--- config.mk ---
export PLATFORM = sky130hd
export DESIGN_NAME = ds_mode_ctrl
export DESIGN_NICKNAME = d
export VERILOG_FILES = /design/src/rtl/ds_mode_ctrl.sv
export SDC_FILE = /design/constraint.sdc
export NUM_CORES = 1
export LEC_CHECK = 0
export ABC_AREA = 1
export CAP_MARGIN = 15
export CORE_ASPECT_RATIO = 2
export CORE_MARGIN = 10
export CORE_UTILIZATION = 45
export CTS_BUF_LIST = sky130_fd_sc_hd__clkbuf_2
export CTS_CLUSTER_SIZE = 24
export DETAILED_ROUTE_END_ITERATION = 7
export PLACE_DENSITY = 0.75
export SETUP_SLACK_MARGIN = 0.2
export SYNTH_ARGS = -nofsm -noshare
export SYNTH_HDL_FRONTEND = slang
export SYNTH_SLANG_ARGS = --single-unit
--- constraint.sdc ---
create_clock -name clk -period 1.1 [get_ports clk]
set_input_delay 0.22 -clock clk [delete_from_list [all_inputs] [get_ports clk]]
set_output_delay 0.22 -clock clk [all_outputs]
set_load 0.05 [all_outputs]
--- src/rtl/ds_mode_ctrl.sv ---
// ============================================================================
// Module  : ds_mode_ctrl
// Brief   : Frame-synchronous mode/gray controller for the downscaler. It can
//           optionally mute output for whole frames after each commit
//           (enabled by the DS_CTRL_FLUSH_EN macro).
// Revision: 1.0 - initial release
// ============================================================================
`default_nettype none

module ds_mode_ctrl #(
    parameter logic [2:0]  DEF_MODE     = 3'd0,
    parameter logic        DEF_GRAY     = 1'b0,
    parameter int unsigned FLUSH_FRAMES = 1,
    parameter int unsigned FCNT_W       = 16
) (
    input  logic              clk,
    input  logic              rstn,
    input  logic              i_vsync,
    input  logic              cfg_valid,
    output logic              cfg_ready,
    input  logic [2:0]        cfg_mode,
    input  logic              cfg_gray,
    output logic [2:0]        o_mode,
    output logic              o_gray,
    output logic              o_mute,
    output logic              o_busy,
    output logic              o_err,
    output logic [FCNT_W-1:0] o_frame_cnt
);

    typedef enum logic [1:0] {
        S_IDLE  = 2'd0,
        S_PEND  = 2'd1,
        S_FLUSH = 2'd2
    } state_t;

    localparam logic [FCNT_W-1:0] c_FCNT_ONE = {{(FCNT_W-1){1'b0}}, 1'b1};

    state_t             state_q, state_d;
    logic               vs_d_q;
    logic [2:0]         pend_mode_q, pend_mode_d;
    logic               pend_gray_q, pend_gray_d;
    logic [2:0]         mode_q, mode_d;
    logic               gray_q, gray_d;
    logic               err_q, err_d;
    logic [FCNT_W-1:0]  frame_cnt_q, frame_cnt_d;
    logic               w_vs_rise;

`ifdef DS_CTRL_FLUSH_EN
    localparam logic [3:0] c_FLUSH_INIT = FLUSH_FRAMES[3:0];
    logic               mute_q, mute_d;
    logic [3:0]         flush_cnt_q, flush_cnt_d;
`endif

    assign w_vs_rise = i_vsync & ~vs_d_q;

    always_comb begin
        state_d     = state_q;
        pend_mode_d = pend_mode_q;
        pend_gray_d = pend_gray_q;
        mode_d      = mode_q;
        gray_d      = gray_q;
        err_d       = 1'b0;
        frame_cnt_d = w_vs_rise ? (frame_cnt_q + c_FCNT_ONE) : frame_cnt_q;
`ifdef DS_CTRL_FLUSH_EN
        mute_d      = mute_q;
        flush_cnt_d = flush_cnt_q;
`endif
        case (state_q)
            S_IDLE: begin
                // Modes 6/7 complete the handshake but are dropped with an error pulse
                if (cfg_valid) begin
                    if (cfg_mode <= 3'd5) begin
                        pend_mode_d = cfg_mode;
                        pend_gray_d = cfg_gray;
                        state_d     = S_PEND;
                    end else begin
                        err_d = 1'b1;
                    end
                end
            end
            S_PEND: begin
                if (w_vs_rise) begin
                    mode_d = pend_mode_q;
                    gray_d = pend_gray_q;
`ifdef DS_CTRL_FLUSH_EN
                    mute_d      = 1'b1;
                    flush_cnt_d = c_FLUSH_INIT;
                    state_d     = S_FLUSH;
`else
                    state_d     = S_IDLE;
`endif
                end
            end
`ifdef DS_CTRL_FLUSH_EN
            S_FLUSH: begin
                if (w_vs_rise) begin
                    flush_cnt_d = flush_cnt_q - 4'd1;
                    if (flush_cnt_q == 4'd1) begin
                        mute_d  = 1'b0;
                        state_d = S_IDLE;
                    end
                end
            end
`endif
            default: state_d = S_IDLE;
        endcase
    end

    always_ff @(posedge clk or negedge rstn) begin
        if (!rstn) begin
            state_q     <= S_IDLE;
            vs_d_q      <= 1'b0;
            pend_mode_q <= 3'd0;
            pend_gray_q <= 1'b0;
            mode_q      <= DEF_MODE;
            gray_q      <= DEF_GRAY;
            err_q       <= 1'b0;
            frame_cnt_q <= '0;
        end else begin
            state_q     <= state_d;
            vs_d_q      <= i_vsync;
            pend_mode_q <= pend_mode_d;
            pend_gray_q <= pend_gray_d;
            mode_q      <= mode_d;
            gray_q      <= gray_d;
            err_q       <= err_d;
            frame_cnt_q <= frame_cnt_d;
        end
    end

`ifdef DS_CTRL_FLUSH_EN
    always_ff @(posedge clk or negedge rstn) begin
        if (!rstn) begin
            mute_q      <= 1'b0;
            flush_cnt_q <= 4'd0;
        end else begin
            mute_q      <= mute_d;
            flush_cnt_q <= flush_cnt_d;
        end
    end

    assign o_mute = mute_q;
`else
    assign o_mute = 1'b0;
`endif

    assign cfg_ready   = (state_q == S_IDLE);
    assign o_busy      = (state_q != S_IDLE);
    assign o_mode      = mode_q;
    assign o_gray      = gray_q;
    assign o_err       = err_q;
    assign o_frame_cnt = frame_cnt_q;

endmodule

`default_nettype wire
==> flow_summary.toml <==
[status]
status = "complete, but fails checks"
violations = "setup timing"

[critical_path]
ff2ff_setup_slack_ps = -480
start_kind = "flop"
critPathCaptureType = "flop"
cp.arrival_ps = 1960
cp_max_fo = 4
required_ps = 1480
critical_path_class = "flop to flop"

[floorplan]
die_y_um = 95.35
dieArea_um2 = 5499
ios = 32
rows = 27
core_um2 = 2736
start_util = 0.4668
die_x_um = 57.68

[route]
dr.pass1.iters = 4
drcViolationCount = 0
wirelength_um = 6482
drt_iter0_drc = 68
ant_nets = 0
via_per_inst = 5.627
avgRoutedWirePerCell_um = 24.93
vias = 1463

[power_and_ir_drop]
p_per_area_nw_per_um2 = 1898
swShare = 0.4342
power_frac_comb = 0.616
irDropWorstVdd_mv = 1.844
leakagePower_nw = 1.284
p_switching_mw = 2.176
power_frac_clock = 0.084
p_seq_frac = 0.300
p_int_mw = 2.836

[yosys]
synth_cells = 141
avgSynthCellArea_um2 = 9.060
synthesis.area_um2 = 1277
synth.distinct_cells = 21
ys_warn_count = 0
ys_seq_area_frac = 0.5289
synth_seq_cells = 27
syn-num-nets = 150

[min_path]
hp-class = "input pin to async pin"

[sta]
slew_violations = 0
maxClockFrequency_mhz = 633.0
final.setup_skew_ps = 23.08
fin_crit_sh = 1.436
hold_violations = 0
timing.hold.ws_ps = 126.7
layout_min_cycle_time_ps = 1580
rsz0062_at_grt = "true"
fin_ws_ps = -479.8
setup_viol_count_final = 47

[clock_network]
clockBufferDepth = 2
clock_sinks = 27
clk_pin_slew_ps = 280
clk_latency_ps = 400
clock-root-buffer = "clkbuf_2"
cts_tree = "done"
h-tree-depth = 1
cts_made_buffers = 3

[layout]
final_util = 0.9648
n_antenna_cell = 0
syn2layout_area_growth_pct = 106.7
layout-drive-gt1-share = 0.6710
layout_common_cells = "buf_4, buf_6, buf_12"
fin_area_um2 = 2640
fin_nets = 241
layout_commonest_cell = "buf_4"

[place]
place_congestion = 0.7732
dp_hpwl_um = 2659
io_buffers = 30
placed_cell_area_um2 = 2074

[global_routing]
gr-usage-all-layers = 0.1650
antenna_found_initial = 0
grt_pass1_vias = 1499
grt_max_degree = 28
grt_pass1_wl_um = 7024
grt_overflow = 0

[job]
max-cap-violations = 0
## cell type report
type,instances,area [um^2]
clock buffer,4,20.02
fill,55,96.34
inverter,24,96.34
multi-input combinational,89,726.9
sequential,27,693.2
tap,29,36.28
timing repair buffer,87,1067
## state kept, by name, summed over array words and instances, names as in the netlist
register,flops
o_frame_cnt,16
o_mode,3
state_q,1
o_gray,1
vs_d_q,1
pend_mode_q,3
pend_gray_q,1
o_err,1
## power groups by stage
stage / clock [mW] / combinational [mW] / sequential, mW
3_3_place_gp: 0 / 2.21 / 1.46
5_1_grt: 0.440 / 3.18 / 1.52
4_1_cts: 0.389 / 2.71 / 1.44
6_report: 0.422 / 3.09 / 1.50
3_5_place_dp: 0 / 2.26 / 1.47
2_1_floorplan: 0 / 0.437 / 2.03
## Yosys cell counts
cell / n / area (um^2)
a21oi_1: 4 / 20.02
buf_4: 1 / 7.510
conb_1: 1 / 3.750
dfrtp_1: 27 / 675.7
ha_1: 1 / 12.51
inv_1: 22 / 82.58
inv_2: 2 / 7.510
nand2_1: 32 / 120.1
nand2_2: 4 / 25.02
nand3_1: 5 / 25.02
nand3_2: 1 / 10.01
nand3_4: 1 / 17.52
nand4_1: 3 / 18.77
nor2_1: 10 / 37.54
nor2_2: 6 / 37.54
nor2_4: 3 / 33.78
nor3_4: 1 / 16.27
o21ai_0: 4 / 20.02
o21ai_1: 2 / 10.01
xnor2_1: 5 / 43.79
xor2_1: 6 / 52.55
## cell families (layout without fill, tap and decap cells)
| kind of cell | count (synthesis) | in the layout | share of synthesized area |
|---|---|---|---|
| buffers and inverters | 25 | 115 | 0.07640 |
| adder cells (fa/ha/maj) | 1 | 1 | 0.009793 |
| AND/OR/NAND/NOR | 66 | 66 | 0.2674 |
| other | 1 | 1 | 0.002935 |
| XOR/XNOR | 11 | 11 | 0.07541 |
| flip-flops | 27 | 27 | 0.5289 |
| AO/OA/AOI/OAI | 10 | 10 | 0.03918 |
## through the flow
| stage | power, mW | setup slack [ps] | cells | TNS [ps] |
|---|---|---|---|---|
| after floorplan | 2.471 | -248.5 | 141 | -3282 |
| after global placement | 3.676 | -408.0 | 220 | -7194 |
| after detailed placement | 3.737 | -462.4 | 220 | -8214 |
| after CTS | 4.541 | -261.4 | 251 | -5755 |
| after global routing | 5.132 | -521.9 | 260 | -11590 |
| final | 5.011 | -479.8 | 260 | -10390 |
## critical path, cell delays in order (launching register included)
cell and delay, ps:
dfrtp_2 470, buf_4 150, nand2_1 80, nor2_1 280, nand4_1 230, nand2_1 190, nand2_2 90, inv_2 60
## per-layer routing
| layer | share of wire | routed length, um | GRT usage |
|---|---|---|---|
| met1 | 0.32 | 2045 | 0.1392 |
| met2 | 0.55 | 3590 | 0.3138 |
| met3 | 0.069 | 446 | 0.05459 |
| met4 | 0.062 | 399 | 0.1004 |
| met5 | 0 | 0 | 0 |
## final timing paths
path,depth (start not counted),from,to
worst max-delay path,7,o_frame_cnt[11]$_DFFE_PN0P_,o_frame_cnt[15]$_DFFE_PN0P_
worst min-delay path,2,rstn,o_mode[1]$_DFFE_PN0P_
worst max register to register,7,o_frame_cnt[11]$_DFFE_PN0P_,o_frame_cnt[15]$_DFFE_PN0P_
worst min register to register,2,o_gray$_DFFE_PN0P_,o_gray$_DFFE_PN0P_
max in group asynchronous,2,rstn,o_frame_cnt[3]$_DFFE_PN0P_
min in group clk,1,i_vsync,vs_d_q$_DFF_PN0_
## repair_timing
| action | CTS | global route |
|---|---|---|
| setup endpoints to repair | 49 | 49 |
| buffers inserted | 27 | 9 |
| pin swaps | 9 | 17 |
| resized for setup | 43 | 33 |
| hold buffers | 0 | 0 |
Note: power is estimated with default switching activity, not from simulation.
